### src/rtl/sd_pkg.sv
// Shared types and constants for the SD multi-block read path.
package sd_pkg;

  typedef enum logic [2:0] {
    S_IDLE,
    S_WAIT_RDY,
    S_ISSUE,
    S_RECV,
    S_DRAIN,
    S_DONE,
    S_ERROR
  } sd_mbr_state_t;

  localparam logic [1:0] SD_ERR_NONE    = 2'b00;
  localparam logic [1:0] SD_ERR_TIMEOUT = 2'b01;
  localparam logic [1:0] SD_ERR_OVERRUN = 2'b10;

  localparam int SD_BLOCK_BYTES = 512;

endpackage

### src/rtl/sd_byte_fifo.sv
// Synchronous first-word fall-through FIFO with a synchronous flush.
module sd_byte_fifo #(
  parameter int WIDTH = 10,
  parameter int DEPTH = 16
) (
  input  logic                     clk,
  input  logic                     rst_n,
  input  logic                     flush,
  input  logic                     push,
  input  logic [WIDTH-1:0]         din,
  input  logic                     pop,
  output logic [WIDTH-1:0]         dout,
  output logic                     empty,
  output logic                     full,
  output logic [$clog2(DEPTH):0]   count
);

  localparam int AW = $clog2(DEPTH);
  localparam int CW = AW + 1;

  logic [WIDTH-1:0] mem_q [DEPTH];
  logic [AW-1:0]    wr_q;
  logic [AW-1:0]    rd_q;
  logic [CW-1:0]    cnt_q;
  logic             do_push;
  logic             do_pop;

  assign empty   = (cnt_q == '0);
  assign full    = (cnt_q == CW'(DEPTH));
  assign do_pop  = pop && !empty;
  // A push into a full FIFO is accepted only when a pop frees the slot this cycle.
  assign do_push = push && (!full || do_pop);
  assign dout    = mem_q[rd_q];
  assign count   = cnt_q;

  always_ff @(posedge clk or negedge rst_n) begin
    if (!rst_n) begin
      wr_q  <= '0;
      rd_q  <= '0;
      cnt_q <= '0;
    end else if (flush) begin
      wr_q  <= '0;
      rd_q  <= '0;
      cnt_q <= '0;
    end else begin
      if (do_push) wr_q <= wr_q + AW'(1);
      if (do_pop)  rd_q <= rd_q + AW'(1);
      cnt_q <= cnt_q + CW'(do_push) - CW'(do_pop);
    end
  end

  always_ff @(posedge clk) begin
    if (do_push && !flush) mem_q[wr_q] <= din;
  end

endmodule

### src/rtl/sd_multiblock_reader.sv
// Streams consecutive SD blocks from sd_controller into a byte-wide valid/ready stream.
module sd_multiblock_reader
  import sd_pkg::*;
#(
  parameter int BLOCK_BYTES    = SD_BLOCK_BYTES,
  parameter int CNT_W          = 16,
  parameter int FIFO_DEPTH     = 16,
  parameter int TIMEOUT_CYCLES = 1_000_000
) (
  input  logic             clk_spi,
  input  logic             reset_n,
  input  logic             start,
  input  logic [31:0]      start_block,
  input  logic [CNT_W-1:0] block_count,
  output logic [31:0]      sdc_address,
  output logic             sdc_rd,
  input  logic             sdc_ready,
  input  logic [7:0]       sdc_dout,
  input  logic             sdc_byte_available,
  output logic [7:0]       m_data,
  output logic             m_valid,
  input  logic             m_ready,
  output logic             m_block_last,
  output logic             m_last,
  output logic             busy,
  output logic             done,
  output logic             error,
  output logic [1:0]       err_code,
  output sd_mbr_state_t    state_dbg
);

  localparam int BW  = $clog2(BLOCK_BYTES);
  localparam int TW  = $clog2(TIMEOUT_CYCLES + 1);
  localparam int AW1 = $clog2(FIFO_DEPTH) + 1;

  sd_mbr_state_t    state_q;
  logic [31:0]      addr_q;
  logic [CNT_W-1:0] blocks_left_q;
  logic [BW-1:0]    byte_cnt_q;
  logic [TW-1:0]    to_q;
  logic             rd_q, busy_q, done_q, error_q;
  logic [1:0]       err_q;
  logic             bav_s1_q, bav_s2_q;
  logic [7:0]       dout_q;

  logic             capture, pop, push, flush, overrun, timeout;
  logic             blk_last, xfer_last, fifo_empty, fifo_full;
  logic [9:0]       fifo_dout;
  logic [AW1-1:0]   fifo_count;

  // Handshake: a byte moves when m_valid && m_ready at a clock edge; while m_valid
  // is high and m_ready low, m_data/m_block_last/m_last hold the same FIFO head.
  assign capture   = bav_s1_q && !bav_s2_q && (state_q == S_RECV);
  assign pop       = !fifo_empty && m_ready;
  assign overrun   = capture && fifo_full && !pop;
  assign push      = capture && !overrun;
  assign blk_last  = &byte_cnt_q;
  assign xfer_last = blk_last && (blocks_left_q == CNT_W'(1));
  assign timeout   = (((state_q == S_WAIT_RDY) && !sdc_ready) ||
                      ((state_q == S_RECV) && !capture)) &&
                     (to_q == TW'(TIMEOUT_CYCLES - 1));
  assign flush     = overrun || timeout || (state_q == S_ERROR);

  sd_byte_fifo #(.WIDTH(10), .DEPTH(FIFO_DEPTH)) u_fifo (
    .clk   (clk_spi),
    .rst_n (reset_n),
    .flush (flush),
    .push  (push),
    .din   ({dout_q, blk_last, xfer_last}),
    .pop   (pop),
    .dout  (fifo_dout),
    .empty (fifo_empty),
    .full  (fifo_full),
    .count (fifo_count)
  );

  always_ff @(posedge clk_spi or negedge reset_n) begin
    if (!reset_n) begin
      state_q       <= S_IDLE;
      addr_q        <= '0;
      blocks_left_q <= '0;
      byte_cnt_q    <= '0;
      to_q          <= '0;
      rd_q          <= 1'b0;
      busy_q        <= 1'b0;
      done_q        <= 1'b0;
      error_q       <= 1'b0;
      err_q         <= SD_ERR_NONE;
      bav_s1_q      <= 1'b0;
      bav_s2_q      <= 1'b0;
      dout_q        <= '0;
    end else begin
      bav_s1_q <= sdc_byte_available;
      bav_s2_q <= bav_s1_q;
      dout_q   <= sdc_dout;
      rd_q     <= 1'b0;
      done_q   <= 1'b0;
      if ((state_q == S_WAIT_RDY) || (state_q == S_RECV)) to_q <= to_q + TW'(1);

      if (overrun || timeout) begin
        state_q <= S_ERROR;
        error_q <= 1'b1;
        busy_q  <= 1'b0;
        err_q   <= overrun ? SD_ERR_OVERRUN : SD_ERR_TIMEOUT;
      end else begin
        case (state_q)
          S_IDLE, S_DONE, S_ERROR: begin
            if (start) begin
              addr_q        <= start_block;
              blocks_left_q <= block_count;
              err_q         <= SD_ERR_NONE;
              error_q       <= 1'b0;
              byte_cnt_q    <= '0;
              to_q          <= '0;
              if (block_count == '0) begin
                state_q <= S_DONE;
                done_q  <= 1'b1;
              end else begin
                state_q <= S_WAIT_RDY;
                busy_q  <= 1'b1;
              end
            end
          end
          S_WAIT_RDY: if (sdc_ready) state_q <= S_ISSUE;
          S_ISSUE: begin
            rd_q    <= 1'b1;
            to_q    <= '0;
            state_q <= S_RECV;
          end
          S_RECV: begin
            if (capture) begin
              byte_cnt_q <= byte_cnt_q + BW'(1);
              to_q       <= '0;
              if (blk_last) begin
                blocks_left_q <= blocks_left_q - CNT_W'(1);
                addr_q        <= addr_q + 32'd1;
                state_q       <= xfer_last ? S_DRAIN : S_WAIT_RDY;
              end
            end
          end
          S_DRAIN: begin
            // Finish on the edge of the final pop so done follows it by one cycle.
            if (fifo_empty || ((fifo_count == AW1'(1)) && pop)) begin
              state_q <= S_DONE;
              done_q  <= 1'b1;
              busy_q  <= 1'b0;
            end
          end
          default: state_q <= S_IDLE;
        endcase
      end
    end
  end

  assign sdc_address  = addr_q;
  assign sdc_rd       = rd_q;
  assign m_valid      = !fifo_empty;
  assign m_data       = m_valid ? fifo_dout[9:2] : 8'h00;
  assign m_block_last = m_valid && fifo_dout[1];
  assign m_last       = m_valid && fifo_dout[0];
  assign busy         = busy_q;
  assign done         = done_q;
  assign error        = error_q;
  assign err_code     = err_q;
  assign state_dbg    = state_q;

endmodule

### config.mk
export PLATFORM = sky130hd
export DESIGN_NAME = sd_multiblock_reader
export DESIGN_NICKNAME = d
export VERILOG_FILES = /design/src/rtl/sd_pkg.sv /design/src/rtl/sd_byte_fifo.sv /design/src/rtl/sd_multiblock_reader.sv
export SDC_FILE = /design/constraint.sdc
export NUM_CORES = 1
export LEC_CHECK = 0
export ABC_AREA = 1
export BUFFER_PORTS_ARGS = -buffer_cell sky130_fd_sc_hd__buf_4
export CORE_MARGIN = 2
export CORE_UTILIZATION = 54
export DETAILED_ROUTE_END_ITERATION = 8
export HOLD_SLACK_MARGIN = 0.12
export PLACE_DENSITY = 0.76
export SETUP_SLACK_MARGIN = 0.2
export SYNTH_ARGS = -nofsm -noshare
export SYNTH_HDL_FRONTEND = slang
export SYNTH_SLANG_ARGS = --single-unit
### constraint.sdc
create_clock -name clk_spi -period 2.73 [get_ports clk_spi]
set_clock_uncertainty 0.2 [all_clocks]
set_input_delay 0.546 -clock clk_spi [delete_from_list [all_inputs] [get_ports clk_spi]]
set_output_delay 0.546 -clock clk_spi [all_outputs]
set_load 0.1 [all_outputs]
==> results of run 1 <==
## layer usage
metal	global-route usage [%]	part of all wire [%]	wire length, um	vias up
met4	11.2	2.8	1060	0
met3	4.37	8.0	2980	89
met2	46.8	49	18300	612
li1	-	-	-	5453
met1	37.9	40	15000	5612
met5	0	0	0	-
## cells by family (layout without fill, tap and decap cells)
family / count (synthesis) / in the layout
AND/OR/NAND/NOR: 861 / 861
flip-flops: 269 / 269
AO/OA/AOI/OAI: 191 / 191
buffers and inverters: 155 / 381
XOR/XNOR: 42 / 42
adder cells (fa/ha/maj): 19 / 19
multiplexers: 1 / 1
other: 0 / 1
## path summary, 6_finish.rpt
| check | end | slack [ns] | cells after the start |
|---|---|---|---|
| min reg2reg | bav_s2_q | 0.18 | 0 |
| max reg2reg | u_fifo.count[4] | -0.06 | 19 |
| min | sdc_address[4] | 0.13 | 5 |
| min in group asynchronous | sdc_address[9] | 0.29 | 2 |
| max in group asynchronous | state_dbg[2] | 1.41 | 3 |
| max | m_data[0] | -0.26 | 11 |
## layout make-up
class | count | area, um^2 | area share, %
clock inverters | 18 | 173 | 1.00
clock buffers | 34 | 744 | 4.33
repair buffers | 233 | 2440 | 14.2
inverters | 96 | 375 | 2.18
diodes | 1 | 2.50 | 0.0146
well taps | 324 | 405 | 2.36
multi-input cells | 1114 | 5500 | 32.0
flip-flops and latches | 269 | 7550 | 43.9
## cells in the mapped netlist, types with 8 or more instances
library cell / instances
ha_1: 17
xor2_1: 29
inv_1: 88
o21ai_0: 125
buf_2: 8
nand2_1: 485
nor2_2: 13
edfxtp_1: 160
xnor2_1: 13
nor2_1: 249
nand3b_1: 12
nand4_1: 16
o22ai_1: 30
nand3_1: 60
a21oi_1: 27
nor3_1: 10
dfrtp_1: 109
clkbuf_1: 40
## registers in the layout, indices dropped and copies added, names as in the netlist, 2 cells and up
signal	cells
blocks_left_q	16
dout_q	8
sdc_address	32
u_fifo.wr_q	4
u_fifo.mem_q	160
err_code	2
byte_cnt_q	9
state_dbg	3
u_fifo.count	5
to_q	20
u_fifo.rd_q	4
## repair_timing
item,CTS,global route
pin swaps,22,23
setup buffers,16,6
gates cloned,10,2
hold buffers,41,0
endpoints found under the setup margin,13,47
resized for setup,97,34
endpoints found under the hold margin,68,0
## cells in the final DEF, fill, tap and decap left out, types with 7 or more instances in the layout
cell type      instances
edfxtp_1             160
nand3_1               53
o21ai_1               13
buf_4                146
nand3_2                8
a21oi_2               10
nand2_1              471
nand4_1               16
dfrtp_1              102
nor2_2                12
o22ai_1               26
a21oi_1                7
o21ai_0              108
nand3b_1              12
inv_2                 10
dlygate4sd3_1         41
clkbuf_16             31
xor2_1                29
ha_1                  13
inv_1                 81
xnor2_1               13
buf_16                10
nand2_2               12
buf_6                 10
nor2_1               246
a21oi_4               10
nor3_1                10
buf_12                23
## worst max-delay path, delay by kind of cell (launching register included)
family          cells  cell delay (ns)
simple gates        5             0.40
compound gates      3             0.37
buf+inv             3             0.47
flops               1             0.44
## per-stage QoR
step	setup WS, ns	utilization [%]	instances	hold slack, ns
after floorplan	0.189	-	1538	0.0504
after global placement	0.117	61.6	1961	0.164
after detailed placement	0.0512	61.6	1961	0.168
after CTS	-0.202	70.0	2080	0.121
after global routing	-0.320	70.9	2089	0.147
final	-0.261	70.9	2089	0.131
## power groups by stage
stage / combinational (mW) / sequential (mW) / clock [mW]
6_report: 11.3 / 5.70 / 3.83
3_5_place_dp: 9.53 / 5.72 / 0
2_1_floorplan: 5.74 / 7.25 / 0
4_1_cts: 11.0 / 5.67 / 3.86
3_3_place_gp: 9.38 / 5.70 / 0
5_1_grt: 12.1 / 5.80 / 4.03
==> results_dict.tcl, run 1 <==
set metrics [dict create \
    synth_fa_ha_area_share_pct 1.90 \
    grt_overflow 0 \
    rows 57 \
    startpoint_type "register" \
    async_reset_ff_share_pct 40.5 \
    post-route-period-util_pct 110 \
    design_power_total_mw 20.9 \
    ys_seq_area_share_pct 56.5 \
    slew_violations 0 \
    die-height_um 161 \
    layout-drive-gt1-share_pct 19.1 \
    synth_top_area_share_pct 36.1 \
    synth_area_per_cell_um2 8.66 \
    drc_errors 0 \
    dieArea_um2 25900 \
    vias 11800 \
    cap_viol_max_count 0 \
    fin_ws_ns -0.261 \
    grt_pass1_vias 11300 \
    synth_area_um2 13300 \
    crit_path_start "u_fifo.rd_q[0]" \
    routed_wl_mm 37.3 \
    p_leak_nw 7.34 \
    htreeDepth 1 \
    yosysUniqueCellTypes 40 \
    hold_viol_final 0 \
    synthTopCellsByArea "edfxtp_1 36%, dfrtp_1 20%, nand2_1 14%, nor2_1 7.0%, o21ai_0 4.7%" \
    muxShareOfSynthArea_pct 0.0751 \
    fin_setup_tns_ns -2.35 \
    cts_buffer_depth 3 \
    p_int_mw 10.9 \
    postPlaceCellArea_um2 14900 \
    pin_count 114 \
    drt_iter0_markers 1177 \
    synthXorXnorAreaFrac_pct 2.76 \
    hp-start "start_block[4]" \
    required_ns 1.98 \
    synth_top_area_cell "edfxtp_1" \
    hp-class "primary input to register" \
    comb_power_share_pct 54.3 \
    crit_path_top_delay_cell "dfrtp_2" \
    grt_usage_pct 28.3 \
    antenna_found_initial 1 \
    syn_nets 1619 \
    cp_max_fo 11 \
    grt_start_max_net_pins 63 \
    tightestPinTransition_ns 0.685 \
    cts_sinks 269 \
    max-slew-margin-rel_pct 54.3 \
    end_kind "output port" \
    ys_seq_elements 269 \
    worst-endpoint-arrival_ns 2.25 \
    clkTransAtPathRegs_ns 0.07 \
    cts_tree "done" \
    p_per_area_nw_per_um2 1210 \
    reg2reg_from "u_fifo.count[3]" \
    synth_flop_cell "edfxtp_1" \
    insertion_delay_ns 0.55 \
    clkPwrFrac_pct 18.4 \
    status "finished with violations" \
    synth_top_family_by_area "simple AND/OR/NAND/NOR gates" \
    gp_congestion 0.923 \
    synth_compound_area_share_pct 7.62 \
    die_w_um 161 \
    synthCells 1538 \
    setup_viol 12 \
    crit_type "register to output port" \
    numCtsBuffers 28 \
    clock.fmax_ghz 0.334 \
    ant_nets 0 \
    rsz0062_at_grt "yes" \
    io_buffers 113 \
    cp_cell_sequence "buf_6, buf_12, nor2_1, nor2_1, o21ai_1, o21ai_1, nand2_1, nand3_2, nand2_2, a21oi_4, buf_12" \
    slowest_delay_ns 0.44 \
    grt_first_pass_wirelength_mm 58.7 \
    power_frac_seq_pct 27.3 \
    post-route-cell-area_um2 17200 \
    first_pass_iters 5 \
    fillers 1731 \
    syn_to_final_growth_pct 29.0 \
    root_buffer "clkbuf_16" \
    hpwl_mm 21.5 \
    synth-simple-area-share_pct 26.3 \
    ys_warn_count 0 \
    routedWlPerCell_um 17.9 \
    viasPerCell 5.63 \
    start_util_pct 54.9 \
    peakVddDrop_v 0.000915 \
    synth_edf_count 160 \
    core-area_um2 24200 \
    switchingPower_mw 9.99 \
    swShare_pct 47.9 \
    nets 1823 \
    violations "negative setup slack" \
    timing.final.crit_period_ns 2.99 \
]
No activity file was read; power rests on OpenSTA's default activity.
==> run 2, diff against run 1 <==
Settings changed: CORE_ASPECT_RATIO set to 0.7, SETUP_SLACK_MARGIN 0.2 to 0.05.
==> results_dict.tcl, run 2 (synthesized netlist as in run 1, its figures left out) <==
set metrics [dict create \
    tightestPinTransition_ns 1.03 \
    drc_errors 0 \
    layout_commonest_cell "nand2_1" \
    p_per_area_nw_per_um2 1220 \
    start_util_pct 54.5 \
    required_ns 1.98 \
    hold_viol_final 0 \
    grt_first_pass_wirelength_mm 56.6 \
    cts_tree "done" \
    setup_viol 14 \
    cap_viol_max_count 0 \
    violations "negative setup slack" \
    fin_ws_ns -0.386 \
    grt_overflow 0 \
    largest_register "u_fifo.mem_q" \
    reg2reg_from "u_fifo.count[2]" \
    rsz0062_at_grt "yes" \
    fillers 1834 \
    cp_max_fo 30 \
    hp-start "start_block[21]" \
    die_w_um 192 \
    preCtsSetupSlack_ns -0.123 \
    gp_congestion 0.900 \
    rows 48 \
    cp_cell_sequence "inv_4, buf_12, o21ai_0, o22ai_2, a21oi_2, a21oi_4, buf_12" \
    reg2regPathDepth 20 \
    clock.fmax_ghz 0.321 \
    drt_iter0_markers 1014 \
    ant_nets 0 \
    root_buffer "clkbuf_16" \
    whs_path_depth 5 \
    fin_util_pct 69.1 \
    core-area_um2 24400 \
    nets 1819 \
    final_cell_mix "477 x nand2_1, 234 x nor2_1, 160 x edfxtp_1" \
    diodes 0 \
    dieArea_um2 26000 \
    vias 11500 \
    routed_wl_mm 36.6 \
    cpMostUsedCell "buf_12" \
    pin_count 114 \
    end_kind "output port" \
    layout-drive-gt1-share_pct 18.3 \
    largest_reg_flops 160 \
    io_buffers 113 \
    slew_violations 0 \
    rr_endpoint "u_fifo.rd_q[1]" \
    syn_to_final_growth_pct 26.8 \
    cts_sinks 269 \
    grt_pass1_vias 10700 \
    clkTransAtPathRegs_ns 0.06 \
    first_pass_iters 7 \
    timing.final.crit_period_ns 3.12 \
    instances_no_fill 2084 \
    post-route-period-util_pct 114 \
    grt_start_max_net_pins 63 \
    p_leak_nw 7.19 \
    viasPerCell 5.54 \
    max-slew-margin-rel_pct 31.2 \
    htreeDepth 1 \
    routedWlPerCell_um 17.6 \
    hp-class "primary input to register" \
    status "finished with violations" \
    slowest_delay_ns 0.47 \
    placed_cells 1951 \
    crit_path_top_delay_cell "dfrtp_2" \
    peakVddDrop_v 0.00117 \
    insertion_delay_ns 0.55 \
    worst-endpoint-arrival_ns 2.37 \
    startpoint_type "register" \
    cts_buffer_depth 3 \
    hpwl_mm 22.6 \
    numCtsBuffers 27 \
    crit_type "register to output port" \
    antenna_found_initial 0 \
    holdPathEnd "sdc_address[21]" \
    reg2reg_slack_ns -0.11 \
    grt_usage_pct 27.8 \
    die-height_um 135 \
]
==> run 2: per-stage QoR <==
| stage | hold slack [ns] | instance area [um^2] | setup TNS (ns) | power, mW |
|---|---|---|---|---|
| 2_1_floorplan | 0.0504 | 13500 | 0 | 13.0 |
| 3_3_place_gp | 0.171 | 14800 | 0 | 15.1 |
| 3_5_place_dp | 0.177 | 14800 | -0.123 | 15.3 |
| 4_1_cts | 0.124 | 16700 | -1.78 | 20.1 |
| 5_1_grt | 0.145 | 16900 | -3.65 | 21.6 |
| 6_report | 0.133 | 16900 | -2.53 | 20.6 |
==> run 2: cell type report <==
cell class                 instances  area [um^2]  area share, %
multi-input combinational       1114         5460           32.3
sequential                       269         7550           44.7
clock buffer                      38          737           4.36
tap                              325          407           2.41
clock inverter                    12          129          0.763
inverter                          96          368           2.18
timing repair buffer             230         2240           13.3
==> run 2: power breakdown <==
group	switching, mW	internal, mW
sequential	0.786	4.89
combinational	7.62	3.64
clock	1.58	2.09
total	9.98	10.6
==> run 2: layer usage <==
layer	global-route usage, %	vias to the layer above	wire length (um)
li1	-	5444	-
met1	41.1	5467	15900
met2	43.0	538	16900
met3	4.64	91	2900
met4	6.92	0	996
met5	0	-	0
==> run 2: critical path, delay by kind of cell (launching register included) <==
kind	cells	cell delay, ns
AO/OA/AOI/OAI	4	0.94
buffers and inverters	3	0.42
flip-flops	1	0.47
==> run 2: how the worst max path moves through the flow <==
stage | startpoint | endpoint | slack [ns] | cells past startpoint
2_1_floorplan | state_dbg[2] | u_fifo.count[4] | 0.06 | 15
3_3_place_gp | u_fifo.count[2] | u_fifo.count[4] | 0.02 | 18
3_5_place_dp | u_fifo.count[2] | u_fifo.count[4] | -0.12 | 18
4_1_cts | u_fifo.rd_q[1] | m_last | -0.22 | 10
5_1_grt | u_fifo.rd_q[0] | m_last | -0.35 | 7
6_report | u_fifo.rd_q[0] | m_last | -0.39 | 7
==> run 2: what timing repair did <==
action	in CTS	in global routing
hold buffers	45	0
gates resized for setup	75	39
buffers inserted	29	4
cloned	4	3
pin swaps	11	11
endpoints found under the hold margin	68	0
endpoints found under the setup margin	11	92
==> run 3, diff against run 2 <==
Settings changed: MAX_ROUTING_LAYER set to met4.
==> results_dict.tcl, run 3 (synthesized netlist as in run 1, its figures left out) <==
set metrics [dict create \
    htreeDepth 1 \
    fin_ws_ns -0.296 \
    swShare_pct 48.1 \
    comb_power_share_pct 54.6 \
    drc_errors 0 \
    grt_start_max_net_pins 63 \
    tightestPinTransition_ns 0.855 \
    required_ns 1.98 \
    cts_sinks 269 \
    grt_overflow 0 \
    crit_path_top_delay_cell "dfrtp_2" \
    vias 11500 \
    diodes 0 \
    post-route-cell-area_um2 16800 \
    largest_register "u_fifo.mem_q" \
    end_kind "output port" \
    max-slew-margin-rel_pct 43.0 \
    p_leak_nw 7.14 \
    viasPerCell 5.55 \
    cts_tree "done" \
    largest_reg_flops 160 \
    root_buffer "clkbuf_16" \
    nets 1801 \
    numCtsBuffers 26 \
    switchingPower_mw 9.85 \
    cp_max_fo 6 \
    crit_type "register to output port" \
    final_cell_mix "472 x nand2_1, 232 x nor2_1, 160 x edfxtp_1" \
    fin_util_pct 68.8 \
    clock.fmax_ghz 0.330 \
    cts_buffer_depth 3 \
    routedWlPerCell_um 17.4 \
    status "finished with violations" \
    grt_pass1_vias 10400 \
    first_pass_iters 6 \
    syn_to_final_growth_pct 26.2 \
    routed_wl_mm 35.8 \
    insertion_delay_ns 0.54 \
    slew_violations 0 \
    rows 48 \
    die_w_um 192 \
    post-route-period-util_pct 111 \
    clkTransAtPathRegs_ns 0.07 \
    antenna_found_initial 0 \
    timing.final.crit_period_ns 3.03 \
    rsz0062_at_grt "yes" \
    postPlaceCellArea_um2 14800 \
    hold_viol_final 0 \
    grt_first_pass_wirelength_mm 55.2 \
    core-area_um2 24400 \
    slowest_delay_ns 0.45 \
    peakVddDrop_v 0.00111 \
    clkPwrFrac_pct 17.8 \
    p_per_area_nw_per_um2 1220 \
    worst-endpoint-arrival_ns 2.28 \
    startpoint_type "register" \
    drt_iter0_markers 1019 \
    start_util_pct 54.5 \
    hp-class "primary input to register" \
    io_buffers 113 \
    holdWs_ns 0.126 \
    layout_commonest_cell "nand2_1" \
    dieArea_um2 26000 \
    cap_viol_max_count 0 \
    critical_path.top_delay_family "buffers and inverters" \
    design_power_total_mw 20.5 \
    pin_count 114 \
    p_int_mw 10.6 \
    gp_congestion 0.923 \
    setup_viol 10 \
    cp_num_buf_inv 3 \
    layout-drive-gt1-share_pct 18.5 \
    hpwl_mm 22.3 \
    grt_usage_pct 28.1 \
    preCtsSetupSlack_ns -0.0371 \
    cp_cell_sequence "buf_8, buf_12, nor2_2, nor2_1, o21ai_1, o21ai_1, nand2_1, nand3_2, nand2_2, a21oi_4, buf_12" \
    ant_nets 0 \
    violations "negative setup slack" \
    die-height_um 135 \
    power_frac_seq_pct 27.6 \
]
==> run 3: cell types whose count changed in the layout (fill, tap and decap cells not counted), moves of 4 or more <==
cell	change
nor2_2	+4
dlygate4sd3_1	-15
buf_4	-8
nand2_1	-5
o21ai_1	+14
buf_12	+4
o21ai_0	-14
nand2_2	+4
==> run 3: metal layers <==
layer	track usage, %	up-vias	wire length [um]
met5	-	-	0
met4	6.50	0	786
met3	3.32	65	2930
met1	41.7	5459	16100
met2	41.6	524	16100
li1	-	5418	-
==> run 3: per-stage QoR <==
stage          TNS [ns]  instances
2_1_floorplan         0       1538
3_3_place_gp          0       1953
3_5_place_dp    -0.0371       1953
4_1_cts           -1.76       2059
5_1_grt           -2.78       2065
6_report          -2.04       2065
==> run 3: power by group through the flow <==
stage                     logic [mW]  clock network [mW]  registers [mW]
after floorplan                 5.70                   0            7.25
after global placement          9.37                   0            5.69
after detailed placement        9.55                   0            5.69
after CTS                       10.8                3.66            5.62
after global routing            12.0                3.82            5.73
final                           11.2                3.63            5.66
==> run 3: repair_timing <==
action | in CTS | in global routing
hold buffers | 30 | 0
pin swaps | 27 | 15
gates cloned | 7 | 4
endpoints found under the hold margin | 111 | 0
buffers inserted | 21 | 3
gates resized for setup | 98 | 37
setup endpoints to repair | 11 | 134
==> run 3: final cells by class <==
class / instances / area [um^2]
clock buffer: 37 / 733
inverter: 96 / 365
tap: 325 / 407
fill: 1798 / 7630
clock inverter: 11 / 118
multi-input combinational: 1114 / 5450
timing repair buffer: 213 / 2190
sequential: 269 / 7540
==> run 3: worst min-delay path, stage by stage <==
cell and delay, ns:
buf_4 0.08, nand2_1 0.05, nand2_1 0.06, nand2_1 0.04, nand2_1 0.04
==> run 3: worst paths after layout <==
path                            startpoint  cells past startpoint               to  slack (ns)
min reg2reg                       bav_s1_q                      0         bav_s2_q        0.18
max in group asynchronous          reset_n                      3     state_dbg[2]        1.37
min                        start_block[15]                      5  sdc_address[15]        0.13
max                         u_fifo.rd_q[0]                     11        m_data[4]       -0.30
max reg2reg                u_fifo.count[2]                     18  u_fifo.count[4]        0.14
min in group asynchronous          reset_n                      2  sdc_address[24]        0.25
